### src/rtl/pong_pkg.sv
// Shared geometry constants and game state encoding for the SpeedPong engine.
package pong_pkg;

   localparam int unsigned COORD_W    = 10;
   localparam int unsigned FIELD_TOP  = 10;
   localparam int unsigned FIELD_BOT  = 471;
   localparam int unsigned P1_FACE_X  = 75;
   localparam int unsigned P2_FACE_X  = 565;
   localparam int unsigned BALL_Y1    = 225;
   localparam int unsigned BALL_Y2    = 255;
   localparam int unsigned SCREEN_W   = 640;
   localparam int unsigned PAD_RST_Y1 = 200;

   typedef enum logic [1:0] {IDLE, PLAY, POINT, OVER} state_t;

endpackage

### src/rtl/pong_paddle.sv
// One paddle: steps up/down once per frame, clamped to the playing field.
module pong_paddle
   import pong_pkg::*;
#(
   parameter int unsigned PAD_H    = 80,
   parameter int unsigned PAD_STEP = 4
) (
   input  logic               clk,
   input  logic               reset,
   input  logic               frame_tick,
   input  logic               freeze,
   input  logic               restore,
   input  logic               up,
   input  logic               dn,
   output logic [COORD_W-1:0] y1,
   output logic [COORD_W-1:0] y2
);

   localparam logic [COORD_W-1:0] Y_MIN  = COORD_W'(FIELD_TOP);
   localparam logic [COORD_W-1:0] Y_MAX  = COORD_W'(FIELD_BOT - PAD_H);
   localparam logic [COORD_W-1:0] STEP   = COORD_W'(PAD_STEP);
   localparam logic [COORD_W-1:0] HEIGHT = COORD_W'(PAD_H);
   localparam logic [COORD_W-1:0] Y_RST  = COORD_W'(PAD_RST_Y1);

   logic [COORD_W-1:0] y1_nx;

   always_comb begin
      y1_nx = y1;
      if (up && !dn)
         y1_nx = (y1 >= Y_MIN + STEP) ? y1 - STEP : Y_MIN;
      else if (dn && !up)
         y1_nx = (y1 + STEP <= Y_MAX) ? y1 + STEP : Y_MAX;
   end

   // y2 is kept as its own register so both edges come straight from flops
   always_ff @(posedge clk or posedge reset) begin
      if (reset) begin
         y1 <= Y_RST;
         y2 <= Y_RST + HEIGHT;
      end else if (restore) begin
         y1 <= Y_RST;
         y2 <= Y_RST + HEIGHT;
      end else if (frame_tick && !freeze) begin
         y1 <= y1_nx;
         y2 <= y1_nx + HEIGHT;
      end
   end

endmodule

### src/rtl/pong_engine.sv
// SpeedPong game-state engine: paddles, horizontal ball, hits, scoring, pause and game over.
// Define SPEEDUP_EN to raise ball speed by one on every paddle hit (saturating at MAX_SPEED).
module pong_engine
   import pong_pkg::*;
#(
   parameter int unsigned PAD_H        = 80,
   parameter int unsigned PAD_STEP     = 4,
   parameter int unsigned BALL_W       = 30,
   parameter int unsigned START_SPEED  = 2,
   parameter int unsigned MAX_SPEED    = 15,
   parameter int unsigned WIN_SCORE    = 7,
   parameter int unsigned PAUSE_FRAMES = 60
) (
   input  logic               clk,
   input  logic               reset,
   input  logic               frame_tick,
   input  logic               p1_up,
   input  logic               p1_dn,
   input  logic               p2_up,
   input  logic               p2_dn,
   input  logic               serve,
   output logic [COORD_W-1:0] p1y1,
   output logic [COORD_W-1:0] p1y2,
   output logic [COORD_W-1:0] p2y1,
   output logic [COORD_W-1:0] p2y2,
   output logic [COORD_W-1:0] ballx1,
   output logic [COORD_W-1:0] ballx2,
   output logic [3:0]         score1,
   output logic [3:0]         score2,
   output logic [3:0]         speed,
   output logic               game_over
);

   localparam logic [COORD_W-1:0] BW       = COORD_W'(BALL_W);
   localparam logic [COORD_W-1:0] BALL_RST = COORD_W'((SCREEN_W - BALL_W) / 2);
   localparam logic [COORD_W-1:0] BALL_MAX = COORD_W'(SCREEN_W - BALL_W);
   localparam logic [COORD_W-1:0] P1_FACE  = COORD_W'(P1_FACE_X);
   localparam logic [COORD_W-1:0] P2_FACE  = COORD_W'(P2_FACE_X);
   localparam logic [3:0]         SPD_START =
      4'((START_SPEED < MAX_SPEED) ? START_SPEED : MAX_SPEED);
   localparam logic [3:0]         WIN      = 4'(WIN_SCORE);
   localparam logic [7:0]         PAUSE    = 8'(PAUSE_FRAMES);

   state_t      state;
   logic        dir_right;
   logic [7:0]  pause_cnt;
   logic        freeze, restore;
   logic [10:0] nx, nx_right;
   logic        nx_neg, p1_ov, p2_ov, hit1, hit2, miss_l, miss_r;
   logic [3:0]  speed_hit;

   assign freeze  = (state == OVER);
   assign restore = freeze && serve;

   pong_paddle #(.PAD_H(PAD_H), .PAD_STEP(PAD_STEP)) u_pad1 (
      .clk(clk), .reset(reset), .frame_tick(frame_tick), .freeze(freeze),
      .restore(restore), .up(p1_up), .dn(p1_dn), .y1(p1y1), .y2(p1y2)
   );

   pong_paddle #(.PAD_H(PAD_H), .PAD_STEP(PAD_STEP)) u_pad2 (
      .clk(clk), .reset(reset), .frame_tick(frame_tick), .freeze(freeze),
      .restore(restore), .up(p2_up), .dn(p2_dn), .y1(p2y1), .y2(p2y2)
   );

`ifdef SPEEDUP_EN
   localparam logic [3:0] SPD_MAX = 4'(MAX_SPEED);
   assign speed_hit = (speed >= SPD_MAX) ? SPD_MAX : speed + 4'd1;
`else
   assign speed_hit = SPD_START;
`endif

   // Candidate position in 11 bits: bit 10 set means the ball left through column 0
   always_comb begin
      nx       = dir_right ? {1'b0, ballx1} + 11'(speed) : {1'b0, ballx1} - 11'(speed);
      nx_right = nx + 11'(BALL_W);
      nx_neg   = nx[10];
      p1_ov    = (p1y1 < COORD_W'(BALL_Y2)) && (p1y2 > COORD_W'(BALL_Y1));
      p2_ov    = (p2y1 < COORD_W'(BALL_Y2)) && (p2y2 > COORD_W'(BALL_Y1));
      hit1     = !dir_right && (ballx1 >= P1_FACE) && (nx_neg || nx <= 11'(P1_FACE_X)) && p1_ov;
      hit2     = dir_right && (ballx2 <= P2_FACE) && (nx_right >= 11'(P2_FACE_X)) && p2_ov;
      miss_l   = nx_neg;
      miss_r   = !nx_neg && (nx_right > 11'(SCREEN_W));
   end

   always_ff @(posedge clk or posedge reset) begin
      if (reset) begin
         state     <= IDLE;
         ballx1    <= BALL_RST;
         ballx2    <= BALL_RST + BW;
         dir_right <= 1'b1;
         speed     <= SPD_START;
         score1    <= 4'd0;
         score2    <= 4'd0;
         pause_cnt <= 8'd0;
         game_over <= 1'b0;
      end else begin
         case (state)
            IDLE: if (serve) state <= PLAY;
            PLAY: if (frame_tick) begin
               if (hit1) begin
                  ballx1    <= P1_FACE;
                  ballx2    <= P1_FACE + BW;
                  dir_right <= 1'b1;
                  speed     <= speed_hit;
               end else if (hit2) begin
                  ballx1    <= P2_FACE - BW;
                  ballx2    <= P2_FACE;
                  dir_right <= 1'b0;
                  speed     <= speed_hit;
               end else if (miss_l) begin
                  score2    <= score2 + 4'd1;
                  ballx1    <= '0;
                  ballx2    <= BW;
                  dir_right <= 1'b0;
                  pause_cnt <= PAUSE;
                  state     <= POINT;
               end else if (miss_r) begin
                  score1    <= score1 + 4'd1;
                  ballx1    <= BALL_MAX;
                  ballx2    <= BALL_MAX + BW;
                  dir_right <= 1'b1;
                  pause_cnt <= PAUSE;
                  state     <= POINT;
               end else begin
                  ballx1 <= nx[COORD_W-1:0];
                  ballx2 <= nx[COORD_W-1:0] + BW;
               end
            end
            // Direction was already aimed at the loser on entry; only recentre here
            POINT: if (frame_tick) begin
               if (pause_cnt <= 8'd1) begin
                  ballx1 <= BALL_RST;
                  ballx2 <= BALL_RST + BW;
                  speed  <= SPD_START;
                  if (score1 == WIN || score2 == WIN) begin
                     state     <= OVER;
                     game_over <= 1'b1;
                  end else begin
                     state <= IDLE;
                  end
               end else begin
                  pause_cnt <= pause_cnt - 8'd1;
               end
            end
            OVER: if (serve) begin
               state     <= IDLE;
               game_over <= 1'b0;
               ballx1    <= BALL_RST;
               ballx2    <= BALL_RST + BW;
               dir_right <= 1'b1;
               speed     <= SPD_START;
               score1    <= 4'd0;
               score2    <= 4'd0;
            end
            default: state <= IDLE;
         endcase
      end
   end

endmodule
### config.mk
export PLATFORM = sky130hd
export DESIGN_NAME = pong_engine
export DESIGN_NICKNAME = d
export VERILOG_FILES = /design/src/rtl/pong_pkg.sv /design/src/rtl/pong_paddle.sv /design/src/rtl/pong_engine.sv
export SDC_FILE = /design/constraint.sdc
export NUM_CORES = 1
export LEC_CHECK = 0
export BUFFER_PORTS_ARGS = -buffer_cell sky130_fd_sc_hd__clkbuf_2
export CAP_MARGIN = 30
export CORE_ASPECT_RATIO = 1.2
export CORE_MARGIN = 5
export CORE_UTILIZATION = 61
export CTS_BUF_LIST = sky130_fd_sc_hd__clkbuf_2
export DETAILED_ROUTE_END_ITERATION = 16
export HOLD_SLACK_MARGIN = 0.05
export PLACE_DENSITY = 0.91
export SLEW_MARGIN = 30
export SYNTH_ARGS = -nofsm -noshare
export SYNTH_HDL_FRONTEND = slang
export SYNTH_HIERARCHICAL = 1
export SYNTH_SLANG_ARGS = --single-unit
### constraint.sdc
create_clock -name clk -period 4.47 [get_ports clk]
set_clock_uncertainty 0.15 [all_clocks]
set_input_delay 0.2235 -clock clk [delete_from_list [all_inputs] [get_ports clk]]
set_output_delay 0.2235 -clock clk [all_outputs]
set_load 0.01 [all_outputs]
==> results.py <==
metrics = {
    "drt": {
        "drc": 0,
        "wl_met2_um": 9310,
        "wire_per_inst_um": 19.7,
        "wl_met1_um": 7790,
        "met3WireLength_um": 1710,
        "vias_per_cell": 6.91,
        "routed.top_layer": "met4",
        "drt_iter0_drc": 658,
        "vias": 6816,
        "wl_um": 19500,
        "ant_nets": 0,
        "drt-pass1-iter-count": 7,
    },
    "synth": {
        "synth-edff-count": 0,
        "synth_flop_cell": "dfrtp_1",
        "yosys-top-cells-area": "dfrtp_1 19%, dfstp_2 8.4%, nand2_1 5.0%, ha_1 4.5%, nor2_1 3.9%",
        "avgSynthCellArea_sq_um": 8.30,
        "async_reset_ff_share_pct": 100,
        "ys_ff_latch": 72,
        "yosys.area.top_type": "dfrtp_1",
        "yosysWarnings": 6,
        "synthDominantCellAreaShare_pct": 19.3,
        "synthCells": 795,
        "synth_area_sq_um": 6600,
        "ys_seq_area_share_pct": 27.7,
        "synth_cell_types": 107,
    },
    "worst_hold_path": {
        "hold_path_startpoint": "p1_up",
        "holdCritPathClass": "in -> reg",
    },
    "flow_run": {
        "drv_cap": 0,
    },
    "cts": {
        "cts-root-buf": "clkbuf_2",
        "clkLatencyLatePin_ns": 0.53,
        "cts_sinks": 72,
        "clockBufferDepth": 2,
        "clk_pin_slew_ns": 0.20,
        "cts_made_buffers": 9,
        "cts_tree": "built",
        "htreeDepth": 3,
    },
    "setup_path": {
        "startpoint": "dir_right",
        "crit_type": "reg -> reg",
        "crit_path_end_kind": "flip-flop",
        "cp-start-kind": "flip-flop",
        "cp_max_fo": 8,
        "required_ns": 4.73,
        "cp.arrival_ns": 4.55,
        "r2r_start": "dir_right",
    },
    "grt": {
        "grt_pass1_wl_um": 31400,
        "overflow": 0,
        "antenna_found_initial": 0,
        "grt_pass1_vias": 6176,
        "groute.usage.overall_pct": 29.2,
        "grt_start_max_net_pins": 37,
    },
    "timing": {
        "fin_crit_ns": 4.30,
        "slew_viol_final": 0,
        "hold_viol": 0,
        "slew-limit-headroom_pct": 38.0,
        "clock.fmax_mhz": 233,
        "setup_viol": 0,
        "fin_ws_ns": 0.171,
        "tightest_slew_ns": 0.927,
        "holdWs_ns": 0.138,
        "post-route-period-util_pct": 96.2,
    },
    "floorplanning": {
        "die_y_um": 124,
        "core_sq_um": 10600,
        "pin_count": 81,
        "rows": 41,
        "dieWidth_um": 105,
        "initial_core_util_pct": 62.5,
        "die_area_sq_um": 13000,
    },
    "outcome": {
        "run_status": "complete, no violations",
    },
    "place": {
        "gp_congestion": 0.999,
        "pre_cts_ws_ns": 0.183,
        "dp_hpwl_um": 14200,
        "io_buffer_count": 76,
    },
    "finish": {
        "nets": 886,
        "layout_commonest_cell": "nand2_1",
        "syn2layout_area_growth_pct": 8.06,
        "layout-drive-gt1-share_pct": 21.6,
        "final_cell_mix": "88 x nand2_1, 86 x clkbuf_2, 68 x nor2_1, 51 x dfrtp_1, 43 x a21oi_1",
        "antennaDiodeCount": 0,
        "nFillCells": 896,
    },
}
-- registers in the layout, indices dropped and copies added, names as in the netlist --
name and count:
ballx1 10, ballx2 10, u_pad1/y1 10, u_pad2/y1 10
pause_cnt 8, u_pad1/y2 6, u_pad2/y2 6, score1 4
score2 4, state 2, dir_right 1, game_over 1
-- logic make-up (layout without fill, tap and decap cells) --
| kind of cell | after synthesis | in the layout | share of synthesized area (%) |
|---|---|---|---|
| adders and majority gates | 27 | 27 | 5.16 |
| AOI/OAI and AO/OA | 256 | 256 | 30.3 |
| other | 2 | 4 | 0.114 |
| buffers and inverters | 88 | 149 | 7.36 |
| xor gates and xnor gates | 19 | 19 | 2.64 |
| muxes | 9 | 9 | 1.50 |
| DFF | 72 | 72 | 27.7 |
| and+or+nand+nor | 322 | 322 | 25.2 |
-- repair_timing --
action                     4_1_cts  5_1_grt
hold buffers                     9        0
setup endpoints to repair        0       27
hold endpoints to repair        75        0
gates resized for setup          0        7
buffers inserted                 0        2
-- worst max-delay path: stages (launching register included) --
cell and delay (ns):
dfstp_2 0.64, inv_1 0.12, ha_1 0.39, a211oi_4 0.45
o21ai_4 0.15, xnor2_1 0.23, nor4_4 0.42, nand4_1 0.32
a32oi_2 0.40, o31ai_4 0.11, buf_4 0.18, o221ai_4 0.27
mux2_1 0.35
-- path summary, 6_finish.rpt --
check | to | slack (ns) | cells past startpoint
max | pause_cnt[1] | 0.17 | 12
min | u_pad1/y1[0] | 0.14 | 3
max reg2reg | pause_cnt[1] | 0.17 | 12
min reg2reg | u_pad2/y2[4] | 0.34 | 2
max in group asynchronous | state[0] | 2.87 | 5
min in group asynchronous | u_pad1/y1[0] | 0.17 | 3
-- Yosys cell counts (9+ instances only) --
master	count
o21ai_0	31
dfstp_2	21
a211oi_1	14
o31ai_1	16
a21oi_1	44
inv_1	32
and3_1	9
buf_2	13
nand3_1	32
nor3_1	19
nor2b_1	9
nand4_1	20
nor2_1	68
o21ai_1	12
ha_1	24
a21o_1	10
xnor2_1	12
clkbuf_1	15
nand2b_1	9
a31oi_1	11
nand2_1	88
dfrtp_1	51
buf_4	15
-- per-stage QoR --
step	TNS, ns	std cells	utilization [%]	cell area, sq um
after floorplan	0	797	-	6610
after global placement	0	960	65.2	6890
after detailed placement	0	960	65.2	6890
after CTS	0	985	67.0	7090
after global routing	-0.246	987	67.5	7130
final	0	987	67.5	7130
-- final cells by class --
class                           count  area (sq um)  share of cell area, %
Clock inverter                      6          60.1                  0.842
Inverter                           33           124                   1.74
Multi-Input combinational cell    637          4330                   60.6
Clock buffer                       10          50.0                  0.702
Sequential cell                    72          1830                   25.6
Tap cell                          129           161                   2.26
Timing Repair Buffer              100           583                   8.18
-- routing by layer --
metal	vias to the layer above	global-route usage (%)
li1	3099	-
met1	3233	39.6
met2	406	47.0
met3	78	4.15
met4	0	12.5
met5	-	0
Power is left out: the tool's default activity adds up to more than one toggle a clock period on the data nets, which glitch-free logic cannot reach.
